[config.mk]
export PLATFORM = sky130hd
export DESIGN_NAME = sp_convert_flat
export DESIGN_NICKNAME = d
export VERILOG_FILES = /design/src/rtl/bb_pkg.sv /design/src/rtl/sp_convert_if.sv /design/src/rtl/sym_fifo2.sv /design/src/rtl/sp_convert.sv /design/src/flat_wrapper.sv
export SDC_FILE = /design/constraint.sdc
export NUM_CORES = 1
export LEC_CHECK = 0
export CAP_MARGIN = 40
export CORE_MARGIN = 8
export CORE_UTILIZATION = 49
export CTS_CLUSTER_SIZE = 25
export DETAILED_ROUTE_END_ITERATION = 10
export PLACE_DENSITY = 0.74
export SKIP_LAST_GASP = 1
export SLEW_MARGIN = 10
export SYNTH_ARGS = -nofsm -noshare
export SYNTH_HDL_FRONTEND = slang
export SYNTH_SLANG_ARGS = --single-unit
[constraint.sdc]
create_clock -name clk -period 2.15 [get_ports clk]
set_input_delay 0.215 -clock clk [delete_from_list [all_inputs] [get_ports clk]]
set_output_delay 0.215 -clock clk [all_outputs]
set_load 0.005 [all_outputs]
[src/rtl/bb_pkg.sv]
// Baseband types and constants shared by the serial-to-parallel converter
// and the signal mapper.
package bb_pkg;

    typedef enum logic [1:0] {
        IDLE = 2'd0,
        RUN  = 2'd1,
        DONE = 2'd2
    } state_t;

    localparam int SYM_W         = 2;
    localparam int DEF_FRAME_LEN = 512;

    // Occupancy of a 2-entry FIFO after one edge; push+pop leaves it unchanged.
    function automatic logic [1:0] fifo_cnt_next(input logic [1:0] cnt,
                                                 input logic       push,
                                                 input logic       pop);
        logic [1:0] nxt;
        case ({push, pop})
            2'b10:   nxt = cnt + 2'd1;
            2'b01:   nxt = cnt - 2'd1;
            default: nxt = cnt;
        endcase
        return nxt;
    endfunction

endpackage

[src/rtl/sp_convert_if.sv]
// Bit-stream input and symbol output handshake of sp_convert.
interface sp_convert_if #(
    parameter int IDX_W = 9
);
    import bb_pkg::*;

    logic             start;
    logic             bit_in;
    logic             bit_valid;
    logic             bit_ready;
    logic [SYM_W-1:0] dout;
    logic             dout_valid;
    logic             dout_ready;
    logic [IDX_W-1:0] dout_idx;
    logic             frame_done;
    logic             busy;

    modport master (
        output start, bit_in, bit_valid, dout_ready,
        input  bit_ready, dout, dout_valid, dout_idx, frame_done, busy
    );

    modport slave (
        input  start, bit_in, bit_valid, dout_ready,
        output bit_ready, dout, dout_valid, dout_idx, frame_done, busy
    );

endinterface

[src/rtl/sym_fifo2.sv]
// Two-entry symbol FIFO with occupancy count; the head entry is always visible.
module sym_fifo2
    import bb_pkg::*;
(
    input  logic             clk,
    input  logic             rst,
    input  logic             push,
    input  logic [SYM_W-1:0] push_data,
    input  logic             pop,
    output logic [SYM_W-1:0] head,
    output logic [1:0]       count
);

    logic [SYM_W-1:0] mem_r [2];
    logic             rd_ptr_r;
    logic             wr_ptr_r;
    logic [1:0]       cnt_r;
    logic             push_ok_s;
    logic             pop_ok_s;

    // Illegal requests (pop when empty, push when full without a pop) are dropped.
    assign pop_ok_s  = pop && (cnt_r != 2'd0);
    assign push_ok_s = push && ((cnt_r != 2'd2) || pop_ok_s);

    // Storage, pointers and occupancy.
    always_ff @(posedge clk) begin
        if (rst) begin
            mem_r[0] <= {SYM_W{1'b0}};
            mem_r[1] <= {SYM_W{1'b0}};
            rd_ptr_r <= 1'b0;
            wr_ptr_r <= 1'b0;
            cnt_r    <= 2'd0;
        end else begin
            if (push_ok_s) begin
                mem_r[wr_ptr_r] <= push_data;
                wr_ptr_r        <= ~wr_ptr_r;
            end
            if (pop_ok_s) begin
                rd_ptr_r <= ~rd_ptr_r;
            end
            cnt_r <= fifo_cnt_next(cnt_r, push_ok_s, pop_ok_s);
        end
    end

    assign head  = mem_r[rd_ptr_r];
    assign count = cnt_r;

endmodule

[src/rtl/sp_convert.sv]
// Serial-to-parallel converter: packs bits MSB-first into 2-bit symbols and
// emits exactly FRAME_LEN indexed symbols per frame.
module sp_convert
    import bb_pkg::*;
#(
    parameter int FRAME_LEN = DEF_FRAME_LEN,
    parameter int IDX_W     = $clog2(FRAME_LEN)
) (
    input logic         clk,
    input logic         rst,
    sp_convert_if.slave sif
);

    localparam logic [IDX_W-1:0] LAST_IDX = IDX_W'(FRAME_LEN - 1);
    localparam logic [IDX_W-1:0] ONE_IDX  = IDX_W'(1);

    state_t           state_r;
    logic             phase_r;
    logic             hold_r;
    logic             bit_ready_r;
    logic             dout_valid_r;
    logic             frame_done_r;
    logic             busy_r;
    logic [IDX_W-1:0] in_cnt_r;
    logic [IDX_W-1:0] out_cnt_r;

    logic             accept_s;
    logic             push_s;
    logic             pop_s;
    logic             phase_nx_s;
    logic [1:0]       fifo_cnt_s;
    logic [1:0]       fifo_cnt_nx_s;
    logic [SYM_W-1:0] head_s;

    assign accept_s      = sif.bit_valid && bit_ready_r;
    assign push_s        = accept_s && phase_r;
    assign pop_s         = dout_valid_r && sif.dout_ready;
    assign phase_nx_s    = accept_s ? ~phase_r : phase_r;
    assign fifo_cnt_nx_s = fifo_cnt_next(fifo_cnt_s, push_s, pop_s);

    sym_fifo2 u_fifo (
        .clk       (clk),
        .rst       (rst),
        .push      (push_s),
        .push_data ({hold_r, sif.bit_in}),
        .pop       (pop_s),
        .head      (head_s),
        .count     (fifo_cnt_s)
    );

    // Control FSM, bit packer and counters; every output is a register
    // computed from next-cycle state so dout_ready never reaches bit_ready combinationally.
    always_ff @(posedge clk) begin
        if (rst) begin
            state_r      <= IDLE;
            phase_r      <= 1'b0;
            hold_r       <= 1'b0;
            in_cnt_r     <= {IDX_W{1'b0}};
            out_cnt_r    <= {IDX_W{1'b0}};
            bit_ready_r  <= 1'b0;
            dout_valid_r <= 1'b0;
            frame_done_r <= 1'b0;
            busy_r       <= 1'b0;
        end else begin
            frame_done_r <= 1'b0;
            dout_valid_r <= (fifo_cnt_nx_s != 2'd0);
            if (accept_s) begin
                phase_r <= phase_nx_s;
                if (!phase_r) begin
                    hold_r <= sif.bit_in;
                end
            end
            if (push_s) begin
                in_cnt_r <= in_cnt_r + ONE_IDX;
            end
            // The index parks on the last symbol; only a new start rewinds it.
            if (pop_s && (out_cnt_r != LAST_IDX)) begin
                out_cnt_r <= out_cnt_r + ONE_IDX;
            end
            case (state_r)
                IDLE: begin
                    if (sif.start) begin
                        state_r     <= RUN;
                        phase_r     <= 1'b0;
                        in_cnt_r    <= {IDX_W{1'b0}};
                        out_cnt_r   <= {IDX_W{1'b0}};
                        busy_r      <= 1'b1;
                        bit_ready_r <= 1'b1;
                    end else begin
                        busy_r      <= 1'b0;
                        bit_ready_r <= 1'b0;
                    end
                end
                RUN: begin
                    busy_r <= 1'b1;
                    if (push_s && (in_cnt_r == LAST_IDX)) begin
                        state_r     <= DONE;
                        bit_ready_r <= 1'b0;
                    end else begin
                        bit_ready_r <= !(phase_nx_s && (fifo_cnt_nx_s == 2'd2));
                    end
                end
                DONE: begin
                    bit_ready_r <= 1'b0;
                    if (fifo_cnt_nx_s == 2'd0) begin
                        state_r      <= IDLE;
                        busy_r       <= 1'b0;
                        frame_done_r <= 1'b1;
                    end else begin
                        busy_r <= 1'b1;
                    end
                end
                default: begin
                    state_r     <= IDLE;
                    phase_r     <= 1'b0;
                    busy_r      <= 1'b0;
                    bit_ready_r <= 1'b0;
                end
            endcase
        end
    end

    assign sif.bit_ready  = bit_ready_r;
    assign sif.dout       = head_s;
    assign sif.dout_valid = dout_valid_r;
    assign sif.dout_idx   = out_cnt_r;
    assign sif.frame_done = frame_done_r;
    assign sif.busy       = busy_r;

endmodule
[src/flat_wrapper.sv]
// flat-port wrapper written by rule: the top's interface ports become plain ports
module sp_convert_flat import bb_pkg::*;
#(
    parameter int FRAME_LEN = DEF_FRAME_LEN,
    parameter int IDX_W     = $clog2(FRAME_LEN)
)
  (clk, rst, sif_start, sif_bit_in, sif_bit_valid, sif_dout_ready, sif_bit_ready, sif_dout, sif_dout_valid, sif_dout_idx, sif_frame_done, sif_busy);
  sp_convert_if #(.IDX_W(IDX_W)) sif_i ();
  input logic clk;
  input logic rst;
  input wire logic [$bits(sif_i.start)-1:0] sif_start;
  input wire logic [$bits(sif_i.bit_in)-1:0] sif_bit_in;
  input wire logic [$bits(sif_i.bit_valid)-1:0] sif_bit_valid;
  input wire logic [$bits(sif_i.dout_ready)-1:0] sif_dout_ready;
  output wire logic [$bits(sif_i.bit_ready)-1:0] sif_bit_ready;
  output wire logic [$bits(sif_i.dout)-1:0] sif_dout;
  output wire logic [$bits(sif_i.dout_valid)-1:0] sif_dout_valid;
  output wire logic [$bits(sif_i.dout_idx)-1:0] sif_dout_idx;
  output wire logic [$bits(sif_i.frame_done)-1:0] sif_frame_done;
  output wire logic [$bits(sif_i.busy)-1:0] sif_busy;
  assign sif_i.start = sif_start;
  assign sif_i.bit_in = sif_bit_in;
  assign sif_i.bit_valid = sif_bit_valid;
  assign sif_i.dout_ready = sif_dout_ready;
  assign sif_bit_ready = sif_i.bit_ready;
  assign sif_dout = sif_i.dout;
  assign sif_dout_valid = sif_i.dout_valid;
  assign sif_dout_idx = sif_i.dout_idx;
  assign sif_frame_done = sif_i.frame_done;
  assign sif_busy = sif_i.busy;
  sp_convert #(.FRAME_LEN(FRAME_LEN), .IDX_W(IDX_W)) u_core (.clk(clk), .rst(rst), .sif(sif_i));
endmodule
; Word-level counts from Yosys, hierarchy flattened
; Memories as Yosys holds them, arrays and structs flattened. A register that Yosys moved wholly into a read port is not among the register bits.
; Index checks and enable logic that the tools add are counted.
[totals]
regBits = 30
ramBits = 4
in_bits = 6
out_inout_bits = 15
memories = 1
[op_classes]
add_sub_neg = 4
n_eq_ne = 13
n_mux = 32
bitwise_logic = 4
reduce_logical = 20
[mem_list]
columns = memory, words, word_bits, read_ports, rd_clocked_by_memory_dff, write_ports, line
row1 = u_core.u_fifo.mem_r, 2, 2, 1, 1, 2, sym_fifo2.sv:14  ; logic [SYM_W-1:0] mem_r [2];
[op_table]
columns = operator, count
row1 = $mux W9, 6
row2 = $add A9 B1 Y9 const B, 2
row3 = $mux W1, 16
row4 = $eq A9 B9 Y1 const B, 1
row5 = $ne A9 B9 Y1 const B, 1
row6 = $eq A2 B2 Y1 const B, 4
row7 = $logic_and A1 B1 Y1, 8
row8 = $mux W2, 4
row9 = $pmux W2 S2, 2
row10 = $eq A2 B1 Y1 const B, 3
row11 = $pmux W2 S3, 1
row12 = $reduce_bool A2 Y1, 3
row13 = $reduce_or A2 Y1, 3
row14 = $logic_not A2 Y1, 2
row15 = $ne A2 B1 Y1 const B, 2
row16 = $ne A2 B2 Y1 const B, 2
row17 = $not A1 Y1, 4
row18 = $pmux W1 S2, 2
row19 = $pmux W1 S3, 1
row20 = $reduce_and A3 Y1, 1
row21 = $add A2 B1 Y2 const B, 1
row22 = $reduce_and A2 Y1, 1
row23 = $sub A2 B1 Y2 const B, 1
row24 = $logic_not A1 Y1, 1
row25 = $logic_or A1 B1 Y1, 1

; Longest topological paths before layout
; Gate-level depths: netlist of run 1.
[logic_depth]
word_depth = 9
mapped_depth = 9
mapped_depth_nobuf = 8

; Hierarchy
; From an unflattened synthesis of run 1, not the netlist that was laid out.
[unflattened]
hier_cells = 176
hier_area_um2 = 1662.8
[modules_own_cells]
columns = mod, n_inst, cells_each, area_each_um2
row1 = sp_convert, 1, 141, 1256.2
row2 = sym_fifo2, 1, 35, 406.6

; Least setup slack after synthesis of run 1
; OpenSTA, ideal clock, no wires.
[synth_path]
path_type = register -> register
startpoint = register u_core.bit_ready_r (netlist: u_core.sif.bit_ready)
endpoint = register u_core.state_r[0]
setup_time_ps = 132
arrival_time_ps = 1898
required_ps = 2018
slack_ps = 120
path_stages_with_launch = 10
synth_period_minus_slack_ps = 2030
cell_sequence = dfxtp_1 and2_1 ha_1 buf_4 inv_1 ha_1 or3b_4 o2111a_1 o21ai_0 a21oi_1
[synth_between]
elab_chain_len = 7
word_cells_on_any_way = 10
[synth_rtl]
columns = item, line
row1 = start: declaration, sp_convert.sv:20  ; logic bit_ready_r;
row2 = start signal: assignment, sp_convert.sv:100  ; bit_ready_r <= !(phase_nx_s && (fifo_cnt_nx_s == 2'd2));
row3 = $logic_and A1 B1 Y1 *, sp_convert.sv:35  ; assign accept_s = sif.bit_valid && bit_ready_r;
row4 = $logic_and A1 B1 Y1 *, sp_convert.sv:36  ; assign push_s = accept_s && phase_r;
row5 = $eq A2 B1 Y1 or $eq A2 B2 Y1 (tied branches), bb_pkg.sv:19  ; case ({push, pop})
row6 = $pmux W2 S2, bb_pkg.sv:19
row7 = $logic_not A2 Y1, sp_convert.sv:105  ; if (fifo_cnt_nx_s == 2'd0) begin
row8 = $ne A2 B1 Y1 (no source line), --
row9 = $reduce_and A3 Y1 (no source line) *, --
row10 = end signal: assignment, sp_convert.sv:97  ; state_r <= DONE;
row11 = end signal: assignment, sp_convert.sv:106  ; state_r <= IDLE;
row12 = end signal: assignment, sp_convert.sv:114  ; state_r <= IDLE;
row13 = end: declaration, sp_convert.sv:17  ; state_t state_r;
; Mark *: on every way between the ends. The rest lies on a longest branch, timed or not.
; A chain may end at the register's enable or synchronous reset.

; Final worst setup path of run 1
[layout_path]
startpoint = register u_core.out_cnt_r[0] (netlist: u_core.sif.dout_idx[0])
endpoint = register u_core.out_cnt_r[4] (netlist: u_core.sif.dout_idx[4])
[layout_between]
elab_chain_len = 5
word_cells_on_any_way = 6
[layout_rtl]
columns = item, line
row1 = start: declaration, sp_convert.sv:25  ; logic [IDX_W-1:0] out_cnt_r;
row2 = start signal: assignment, sp_convert.sv:59  ; out_cnt_r <= {IDX_W{1'b0}};
row3 = start signal: assignment, sp_convert.sv:78  ; out_cnt_r <= out_cnt_r + ONE_IDX;
row4 = start signal: assignment, sp_convert.sv:86  ; out_cnt_r <= {IDX_W{1'b0}};
row5 = "parallel branches: the longest is 2 deep, another holds $add A9 B1 Y9", --
row6 = $mux W9 *, sp_convert.sv:77  ; if (pop_s && (out_cnt_r != LAST_IDX)) begin
row7 = $mux W9, sp_convert.sv:82  ; if (sif.start) begin
row8 = $mux W9 *, sp_convert.sv:80  ; case (state_r)
; Mark *: on every way between the ends.

==> results of run 1 <==
power by group through the flow:
stage          Combinational, mW  Clock [mW]  Sequential (mW)
6_report                   0.274       0.368            0.721
5_1_grt                    0.307       0.405            0.728
4_1_cts                    0.275       0.379            0.721
3_5_place_dp               0.274           0            0.735
3_3_place_gp               0.263           0            0.733
2_1_floorplan              0.183           0            0.731
worst paths after layout:
kind / to / slack, ps / cells past startpoint
worst min-delay path: u_core.in_cnt_r[5] / 500 / 2
worst max register to register: u_core.sif.dout_idx[4] / 200 / 7
worst max-delay path: u_core.sif.dout_idx[4] / 200 / 7
worst min register to register: u_core.in_cnt_r[5] / 500 / 2
metrics by stage:
stage | cells | setup slack, ps | hold slack [ps]
2_1_floorplan | 181 | 120 | 348
3_3_place_gp | 247 | -34.5 | 468
3_5_place_dp | 247 | -119 | 487
4_1_cts | 255 | 186 | 503
5_1_grt | 255 | 65.5 | 518
6_report | 255 | 198 | 503
logic make-up (layout without fill, tap and decap cells):
kind of cell | count (synthesis) | count (layout) | share of synthesized area
AOI/OAI and AO/OA | 24 | 24 | 0.0933
xor gates and xnor gates | 14 | 14 | 0.0709
adders and majority gates | 16 | 16 | 0.116
buffers and inverters | 16 | 44 | 0.0391
DFF | 35 | 35 | 0.428
muxes | 8 | 8 | 0.0506
and+or+nand+nor | 68 | 68 | 0.202
area by class of cell:
class                   count  area share
multi-input cells         130       0.447
repair buffers             26       0.119
clock buffers               7      0.0267
clock inverters             1     0.00243
inverters                  10      0.0182
well taps                  46      0.0279
flip-flops and latches     35       0.359
sequential cells by signal, summed over array words and instances (netlist names), named ones only:
| register | flops |
|---|---|
| u_core.u_fifo.rd_ptr_r | 1 |
| u_core.sif.dout_valid | 1 |
| u_core.hold_r | 1 |
| u_core.sif.bit_ready | 1 |
| u_core.u_fifo.wr_ptr_r | 1 |
| u_core.sif.busy | 1 |
| u_core.sif.frame_done | 1 |
| u_core.phase_r | 1 |
| u_core.u_fifo.mem_r | 4 |
| u_core.u_fifo.count | 2 |
| u_core.state_r | 2 |
| u_core.sif.dout_idx | 9 |
| u_core.in_cnt_r | 9 |
layer usage:
metal / routed length, um / global-route usage / vias to the layer above
met2: 1520 / 0.201 / 21
met5: 0 / 0 / -
met4: 19 / 0.0533 / 0
met1: 1430 / 0.145 / 631
met3: 151 / 0.0447 / 2
li1: - / - / 678
synthesized netlist by cell type (all sizes together) (5+ instances only):
cell | number | area share
dfxtp | 31 | 0.36
nor2 | 28 | 0.061
ha | 16 | 0.12
inv | 10 | 0.022
a21oi | 7 | 0.020
o21ai | 7 | 0.022
xnor2 | 7 | 0.035
xor2 | 7 | 0.035
nand2 | 6 | 0.013
nand3 | 6 | 0.017
and3 | 5 | 0.018
mux2i | 5 | 0.029
nand4 | 5 | 0.022
or3 | 5 | 0.018
cell usage in the layout (no fill, tap or decap), types with 6 or more instances in the layout:
cell / Yosys / routed
a21oi_1: 7 / 7
buf_4: 1 / 6
clkdlybuf4s50_1: 0 / 20
dfxtp_1: 31 / 31
ha_1: 16 / 16
inv_1: 10 / 10
nand2_1: 6 / 6
nand3_1: 6 / 6
nor2_1: 28 / 28
o21ai_0: 6 / 6
xnor2_1: 7 / 7
xor2_1: 7 / 7
critical path, cell delays in order, from the launching register on:
cell,delay (ps)
dfxtp_1,360
ha_1,230
nand3_1,90
nor2_1,50
ha_1,160
nand3b_1,380
or3_1,450
a21oi_1,160
==> metrics.csv, run 1 <==
stage,metric,value,unit
logic_synthesis,synthCells,181,
pwr,ir_worst_vdd,0.458,mV
detailed_routing,drt-wirelength-per-cell,12.3,um
logic_synthesis,ys_seq_area_frac,0.428,
worst_hold_path,hp-start,u_core.in_cnt_r[5],
detailed_routing,route.detailed.drc,0,
detailed_routing,routed_wl,3130,um
die,fp.dieW,75.4,um
cts,post_cts_buffers,0,
sta,hold_violations,0,
sta,fin_tns_setup,0,ps
cells_and_area,layout-drive-gt1-share,0.100,
detailed_routing,num_vias,1332,
pwr,seqPwrFrac,0.529,
sta,max-slew-margin-rel,0.719,
cts,clk_latency,330,ps
die,core,3360,um2
cts,numCtsBuffers,5,
cts,path_clk_slew,100,ps
worst_hold_path,hold_class,flop to flop,
cts,clock-sinks,35,
die,io_pins,21,
sta,tightest_slew,420,ps
die,die_y,75.4,um
pwr,p_sw,374,uW
setup_path,start_kind,flop,
setup_path,end_kind,flop,
place,io_buffers,20,
die,row_count,21,
cts,ctsRootBufferMaster,clkbuf_4,
sta,rsz0062_at_grt,no,
logic_synthesis,async_reset_ff_frac,0,
logic_synthesis,ys_ff_latch,35,
logic_synthesis,avgSynthCellArea,9.55,um2
job,drv_cap,0,
sta,final_max_slew_viol_count,0,
place,place.gp.congestion,0.798,
global_routing,grt_max_degree,19,
global_routing,grt_pass1_wl,5410,um
pwr,p_int,988,uW
logic_synthesis,synth_cell_type_count,40,
global_routing,antenna_found_initial,0,
detailed_routing,drtAntennaViolNets,0,
logic_synthesis,syn-num-nets,203,
cts,holdBufCountCts,0,
cts,clock_path_buffers,2,
setup_path,critPathArrivalTime,2220,ps
die,dieArea,5690,um2
cells_and_area,utilization,0.613,
sta,setup_viol,0,
die,start_util,0.514,
sta,max_clock_freq,512,MHz
detailed_routing,viasPerCell,5.22,
setup_path,worstSetupStartpoint,u_core.sif.dout_idx[0],
cts,cts_resized,0,
sta,min_period,1950,ps
cells_and_area,area_growth_syn_to_layout,19.2,%
setup_path,path_max_fanout,11,
pwr,power_frac_comb,0.201,
place,dp_hpwl,2420,um
pwr,p_leak,0.808,nW
cts,cts_tree,done,
pwr,p_per_area,661,nW/um2
cells_and_area,antenna_cells,0,
global_routing,track_usage,0.125,
outcome,status,"finished, final reports clean",
global_routing,grt_pass1_vias,1270,
sta,fin_crit_sh,0.908,
detailed_routing,drt_pass1_iterations,4,
global_routing,grt_remaining_overflow,0,
sta,fin_skew,8.38,ps
cells_and_area,regArea,741,um2
logic_synthesis,synth_ff_type,dfxtp_1,
setup_path,worstPathRequired,2410,ps
cells_and_area,fillers,315,
pwr,clkPwrFrac,0.270,
cells_and_area,final_area,2060,um2
pwr,finalPower,1.36,mW
detailed_routing,first_iter_violations,61,
logic_synthesis,syn_area,1730,um2
setup_path,r2r-start,u_core.sif.dout_idx[0],
cts,htreeDepth,2,
place,dpl-instance-area,2000,um2
logic_synthesis,yosysWarnings,0,
setup_path,critical_path_class,flop to flop,
logic_synthesis,synth_edf_count,4,
cells_and_area,multi_input_area,921,um2
pwr,switching_share,0.274,
cells_and_area,final_nets,230,
(Power assumes the default switching activity.)
==> run 2: changes to the inputs <==
- SLEW_MARGIN: 10 -> 5
==> results of run 2 <==
Final layout, timing and power as in run 1 (identical DEF).
